$ cat src/rtl/booth_acc.sv
// booth_acc: saturating frame accumulator behind booth_multi.
// Sums N_TERMS signed products per frame, then holds the total on a
// valid/ready handshake until the consumer takes it.
module booth_acc #(
    parameter int PROD_W  = 8,
    parameter int ACC_W   = 12,
    parameter int N_TERMS = 4
) (
    input  logic                     clk,
    input  logic                     rst_n,
    input  logic signed [PROD_W-1:0] prod,
    input  logic                     prod_done,
    input  logic                     clear,
    output logic                     ready_in,
    output logic signed [ACC_W-1:0]  acc_out,
    output logic                     acc_valid,
    input  logic                     acc_ready,
    output logic [7:0]               term_cnt,
    output logic                     ovf,
    output logic                     drop_err
);

    typedef enum logic {
        ACCUM = 1'b0,
        HOLD  = 1'b1
    } state_t;

    localparam logic [7:0] CNT_LAST = 8'(N_TERMS);

    // Saturation bounds expressed in the one-bit-wider sum domain.
    localparam logic signed [ACC_W:0] SUM_MAX = {2'b00, {(ACC_W-1){1'b1}}};
    localparam logic signed [ACC_W:0] SUM_MIN = {2'b11, {(ACC_W-1){1'b0}}};

    // Clamp a wide sum into the accumulator range.
    function automatic logic signed [ACC_W-1:0] sat_acc(input logic signed [ACC_W:0] s);
        logic signed [ACC_W-1:0] r;
        if (s > SUM_MAX)
            r = SUM_MAX[ACC_W-1:0];
        else if (s < SUM_MIN)
            r = SUM_MIN[ACC_W-1:0];
        else
            r = s[ACC_W-1:0];
        return r;
    endfunction

    // True when sat_acc would clip the sum.
    function automatic logic sat_clipped(input logic signed [ACC_W:0] s);
        return (s > SUM_MAX) || (s < SUM_MIN);
    endfunction

    state_t                  state, state_nx;
    logic signed [ACC_W-1:0] acc, acc_nx;
    logic [7:0]              cnt_nx;
    logic                    ovf_nx, drop_nx;
    logic                    done_q;
    logic                    prod_evt;
    logic signed [ACC_W:0]   acc_ext, prod_ext, sum;

    assign prod_evt  = prod_done & ~done_q;
    assign ready_in  = (state == ACCUM);
    assign acc_valid = (state == HOLD);
    assign acc_out   = acc;

    // Next-state and next-datapath decode; clear outranks everything but reset.
    always_comb begin
        state_nx = state;
        acc_nx   = acc;
        cnt_nx   = term_cnt;
        ovf_nx   = ovf;
        drop_nx  = drop_err;
        acc_ext  = {acc[ACC_W-1], acc};
        prod_ext = {{(ACC_W+1-PROD_W){prod[PROD_W-1]}}, prod};
        sum      = acc_ext + prod_ext;

        if (clear) begin
            state_nx = ACCUM;
            acc_nx   = '0;
            cnt_nx   = '0;
            ovf_nx   = 1'b0;
            drop_nx  = 1'b0;
        end else begin
            case (state)
                ACCUM: begin
                    if (prod_evt) begin
                        acc_nx = sat_acc(sum);
                        ovf_nx = ovf | sat_clipped(sum);
                        cnt_nx = term_cnt + 8'd1;
                        if (term_cnt + 8'd1 == CNT_LAST)
                            state_nx = HOLD;
                    end
                end
                HOLD: begin
                    // A product arriving while the total is pending is lost.
                    if (prod_evt)
                        drop_nx = 1'b1;
                    if (acc_ready) begin
                        state_nx = ACCUM;
                        acc_nx   = '0;
                        cnt_nx   = '0;
                        ovf_nx   = 1'b0;
                    end
                end
                default: state_nx = ACCUM;
            endcase
        end
    end

    // State, accumulator, flags and done edge detector.
    always_ff @(posedge clk) begin
        if (!rst_n) begin
            state    <= ACCUM;
            acc      <= '0;
            term_cnt <= '0;
            ovf      <= 1'b0;
            drop_err <= 1'b0;
            done_q   <= 1'b0;
        end else begin
            state    <= state_nx;
            acc      <= acc_nx;
            term_cnt <= cnt_nx;
            ovf      <= ovf_nx;
            drop_err <= drop_nx;
            done_q   <= prod_done;
        end
    end

endmodule

$ cat config.mk
export PLATFORM = sky130hd
export DESIGN_NAME = booth_acc
export DESIGN_NICKNAME = d
export VERILOG_FILES = /design/src/rtl/booth_acc.sv
export SDC_FILE = /design/constraint.sdc
export NUM_CORES = 1
export LEC_CHECK = 0
export CORE_MARGIN = 2
export CORE_UTILIZATION = 27
export DETAILED_ROUTE_END_ITERATION = 6
export PLACE_DENSITY = 0.44
export SETUP_SLACK_MARGIN = 0.3
export SKIP_CTS_REPAIR_TIMING = 1
export SLEW_MARGIN = 20
export SYNTH_ARGS = -nofsm -noshare
export SYNTH_HDL_FRONTEND = slang
export SYNTH_SLANG_ARGS = --single-unit
$ cat constraint.sdc
create_clock -name clk -period 3.5 [get_ports clk]
set_input_delay 0.875 -clock clk [delete_from_list [all_inputs] [get_ports clk]]
set_output_delay 0.875 -clock clk [all_outputs]
set_load 0.05 [all_outputs]
==> results of run 1 <==
flip-flops by register name (all words and copies together), names as in the netlist:
name,cells
acc_valid,1
done_q,1
drop_err,1
acc_out,12
ovf,1
term_cnt,8
worst max path at each step:
stage,slack (ns),start,to
floorplan,0.62,prod[0],acc_out[5]
global placement,0.1,prod[0],acc_out[5]
detailed placement,0.06,prod[0],acc_out[5]
CTS,0.35,prod[0],acc_out[5]
global route,0.31,prod[7],acc_out[9]
finish,0.43,prod[7],acc_out[9]
worst register-to-register path: stages, from the launching register on:
cell and delay (ns):
sky130_fd_sc_hd__dfxtp_1 0.41, sky130_fd_sc_hd__ha_1 0.19, sky130_fd_sc_hd__inv_1 0.06, sky130_fd_sc_hd__fa_1 0.37, sky130_fd_sc_hd__nand2b_1 0.19, sky130_fd_sc_hd__a21oi_2 0.17, sky130_fd_sc_hd__a31oi_2 0.15, sky130_fd_sc_hd__o221ai_1 0.21
sky130_fd_sc_hd__buf_4 0.21, sky130_fd_sc_hd__nand3_1 0.10, sky130_fd_sc_hd__a311oi_2 0.27
power groups by stage:
stage | sequential (mW) | combinational [mW] | clock [mW]
after global placement | 0.299 | 0.254 | 0
after detailed placement | 0.299 | 0.252 | 0
after CTS | 0.293 | 0.253 | 0.271
final | 0.292 | 0.256 | 0.255
after global routing | 0.294 | 0.282 | 0.276
after floorplan | 0.329 | 0.130 | 0
layout by cell type, fill, tap and decap left out, types with 2 or more instances in the layout:
cell type | netlist | layout
sky130_fd_sc_hd__nand3_1 | 18 | 18
sky130_fd_sc_hd__xor2_1 | 3 | 3
sky130_fd_sc_hd__a31oi_1 | 8 | 7
sky130_fd_sc_hd__nand4_1 | 4 | 4
sky130_fd_sc_hd__nand2b_1 | 4 | 4
sky130_fd_sc_hd__dfxtp_1 | 24 | 24
sky130_fd_sc_hd__clkbuf_8 | 0 | 3
sky130_fd_sc_hd__buf_4 | 0 | 25
sky130_fd_sc_hd__ha_1 | 14 | 14
sky130_fd_sc_hd__nand2_1 | 27 | 27
sky130_fd_sc_hd__and2_1 | 2 | 2
sky130_fd_sc_hd__nor2_1 | 17 | 17
sky130_fd_sc_hd__nor3_1 | 6 | 6
sky130_fd_sc_hd__nor2b_1 | 2 | 2
sky130_fd_sc_hd__clkdlybuf4s50_1 | 0 | 36
sky130_fd_sc_hd__inv_1 | 6 | 6
sky130_fd_sc_hd__xnor2_1 | 8 | 8
sky130_fd_sc_hd__and3_1 | 5 | 5
sky130_fd_sc_hd__nor4_1 | 3 | 2
sky130_fd_sc_hd__nand3b_1 | 2 | 2
sky130_fd_sc_hd__o211ai_1 | 6 | 6
sky130_fd_sc_hd__o21ai_0 | 12 | 12
sky130_fd_sc_hd__a21o_1 | 3 | 3
sky130_fd_sc_hd__a21oi_2 | 1 | 2
sky130_fd_sc_hd__a311oi_1 | 2 | 2
sky130_fd_sc_hd__a21oi_1 | 23 | 22
cell usage after synthesis (3+ instances only):
cell                       instances
sky130_fd_sc_hd__clkbuf_1          7
sky130_fd_sc_hd__inv_1             6
sky130_fd_sc_hd__nor4_1            3
sky130_fd_sc_hd__o21ai_0          12
sky130_fd_sc_hd__and3_1            5
sky130_fd_sc_hd__o211ai_1          6
sky130_fd_sc_hd__nand2_1          27
sky130_fd_sc_hd__a21oi_1          23
sky130_fd_sc_hd__buf_2             4
sky130_fd_sc_hd__nor2_1           17
sky130_fd_sc_hd__dfxtp_1          24
sky130_fd_sc_hd__nand4_1           4
sky130_fd_sc_hd__a31oi_1           8
sky130_fd_sc_hd__nand3_1          18
sky130_fd_sc_hd__nor3_1            6
sky130_fd_sc_hd__xnor2_1           8
sky130_fd_sc_hd__nand2b_1          4
sky130_fd_sc_hd__xor2_1            3
sky130_fd_sc_hd__ha_1             14
sky130_fd_sc_hd__a21o_1            3
through the flow:
| step | setup WS (ns) | hold WS, ns | utilization [%] | instances | total power [mW] |
|---|---|---|---|---|---|
| 2_1_floorplan | 0.617 | 0.519 | - | 234 | 0.459 |
| 3_3_place_gp | 0.0991 | 0.449 | 37.1 | 358 | 0.553 |
| 3_5_place_dp | 0.0589 | 0.461 | 37.1 | 358 | 0.551 |
| 4_1_cts | 0.349 | 0.488 | 38.2 | 362 | 0.817 |
| 5_1_grt | 0.310 | 0.530 | 38.8 | 365 | 0.852 |
| 6_report | 0.434 | 0.481 | 38.8 | 365 | 0.803 |
cell type report:
| class | instances | share of cell area (%) |
|---|---|---|
| multi-input cells | 192 | 51.0 |
| repair buffers | 61 | 22.0 |
| flip-flops and latches | 24 | 19.3 |
| clock buffers | 3 | 1.65 |
| clock inverters | 1 | 1.20 |
| well taps | 77 | 3.86 |
| inverters | 7 | 1.05 |
per-layer routing:
layer  share of wire, %  global-route usage [%]  vias up
met2                 46                    23.3       40
met1                 50                    21.5      843
met4                1.1                    2.74        0
met5                  0                       0        -
li1                   -                       -      969
met3                3.6                    2.79        4
cells by family (layout without fill, tap and decap cells):
group	after synthesis	in the layout	share of synthesized area, %
AOI/OAI and AO/OA	68	68	25.7
xor gates and xnor gates	11	11	5.33
adders and majority gates	15	15	10.8
buffers and inverters	18	72	4.01
DFF	24	24	26.6
muxes	2	2	1.31
and+or+nand+nor	96	96	26.3
==> summary.md, run 1 <==
| Metric | Value |
|---|---|
| Run status | `finished, final reports clean` |
| Relative contribution of combinational cells to total power | `31.8%` |
| Crit path max-delay family | `buffers and inverters` |
| Post-route cell area | `2490 sq um` |
| Worst-case reg-to-reg path depth | `10` |
| Most frequent CP cell | `sky130_fd_sc_hd__buf_4` |
| Via count | `1856` |
| Worst path depth | `10` |
| Critical path endpoint category | `flip-flop` |
| Nets | `317` |
| Initial antenna violation count | `0` |
| Number of antenna diodes | `0` |
| Most instantiated flip-flop cell in the synthesis netlist | `sky130_fd_sc_hd__dfxtp_1` |
| Count of buffer and inverter cells on the critical path | `4` |
| Worst-case headroom to the max-slew limit | `64.3%` |
| Synthesized area | `1810 sq um` |
| Sequential share of power | `36.4%` |
| Area post-placement | `2380 sq um` |
| Drt drc | `0` |
| Part of the Yosys area used for sequential elements | `26.6%` |
| CTS clock-pin slew for the worst setup and hold paths | `0.10 ns` |
| Leak | `0.997 nW` |
| Remaining antenna violation count | `0` |
| Minimum setup slack among reg-to-reg paths | `1.09 ns` |
| Starting utilization of the core area | `28.2%` |
| Final number of setup-violating endpoints | `0` |
| Capture endpoint of the worst hold path | `drop_err` |
| Number of global-route vias before repair | `1818` |
| Kind of path behind the tightest hold check | `reg -> reg` |
| Maximum number of pins on one net before global-route repair | `15` |
| Dominant cell type by area after synthesis | `sky130_fd_sc_hd__dfxtp_1` |
| Number of detailed-route iterations in the first pass | `6` |
| Overflow left after global routing | `0` |
| Clock Sinks | `24` |
| Pin slew with the least headroom to its limit | `0.534 ns` |
| Biggest fanout along the worst timing path | `5` |
| Max-slew violation total from the final report | `0` |
| Warnings, synthesis | `0` |
| Number of buffers created by CTS | `3` |
| Unrepaired setup endpoints after global routing | `no` |
| Fraction of final layout cells with drive strength greater than 1 | `15.3%` |
| Total GRT Usage | `14.9%` |
| Wire length of the first global-routing pass | `8840 um` |
| Crit path cell chain | `clkdlybuf4s50_1, ha_1, buf_4, a21oi_1, o21ai_0, a2111oi_4, buf_4, o31ai_2, buf_4, o211ai_1` |
| Accumulated negative setup slack | `0 ns` |
| Clock period minus final worst setup slack | `3.07 ns` |
| Fraction of synthesized cell area taken by the top area cell type | `26.6%` |
| Num rows | `29` |
| Cell types with the largest area share after synthesis | `sky130_fd_sc_hd__dfxtp_1 (27%), sky130_fd_sc_hd__ha_1 (9.7%), sky130_fd_sc_hd__a21oi_1 (6.4%)` |
| Worst reg2reg startpoint | `acc_out[0]` |
| Starting DRT DRC Count | `75` |
| Final Hold Vio Count | `0` |
| Psw | `256 uW` |
| Clock network power share | `31.8%` |
| Gate count after technology mapping | `234` |
| Source of the worst hold timing path | `drop_err` |
| Total Wirelength | `5200 um` |
| Flops & latches, synth | `24` |
| Height of the die | `85.9 um` |
| Instance count along the most critical hold path | `2` |
| Maximum count of clock buffers along a single path | `2` |
| Portion of the clock cycle consumed by the worst path in the final layout | `87.6%` |
| Switching part of the total | `31.9%` |
| Post-synthesis average cell area | `7.73 sq um` |
| Cell internal pwr | `547 uW` |
| TritonCTS clock tree | `built` |
| Root Buffer | `sky130_fd_sc_hd__clkbuf_8` |
| Worst stage delay on the critical path | `0.53 ns` |
| Max cap viols | `0` |
| Critical-path cell with the highest stage delay | `sky130_fd_sc_hd__clkdlybuf4s50_1` |
| Async S/R FF share, synth | `0%` |
| Yosys cell types | `48` |
| Vias per std cell | `5.08` |
| Layout-stage area growth over the synthesis result | `37.9%` |
| Core outline area | `6420 sq um` |
| Max Clock Freq | `326 MHz` |
| Post-DP HPWL | `4010 um` |
| Number of filler cells placed in the layout | `686` |
| Clock insertion delay at the later pin of the skew report | `0.28 ns` |
| Count of flip-flops with a built-in enable after synthesis | `0` |
| Required time worst endpoint | `3.70 ns` |
| Crit start category | `primary input` |
| Kind of critical path | `in -> reg` |
| WL per Instance | `14.2 um` |
| Worst-case vdd ir drop | `0.165 mV` |
| Die X | `85.9 um` |
| CP Data Arrival Time | `3.26 ns` |
| Top-Level Pins | `37` |
| Total nets after synthesis | `262` |
| Post-Route Skew | `0.0128 ns` |
| Area of all sequential standard cells | `480 sq um` |
| Die area | `7370 sq um` |
| Area used by multi-input combinational logic | `1270 sq um` |
| Placer Congestion | `0.775` |
| Critical R2R Capture | `acc_out[5]` |
| Depth of the CTS H-tree | `1` |
| Number of buffers inserted by port buffering | `36` |
| P per Cell Area | `322 nW/um^2` |
Power figures use the tool's default switching activity.
==> run 2, diff against run 1 <==
--- a/config.mk
+++ b/config.mk
@@ -8,6 +8,7 @@
 export CORE_MARGIN = 2
 export CORE_UTILIZATION = 27
 export DETAILED_ROUTE_END_ITERATION = 6
+export GPL_ROUTABILITY_DRIVEN = 0
 export PLACE_DENSITY = 0.44
 export SETUP_SLACK_MARGIN = 0.3
 export SKIP_CTS_REPAIR_TIMING = 1
==> results of run 2 <==
Same layout as run 1: the final DEF is identical, and so are final timing and power.
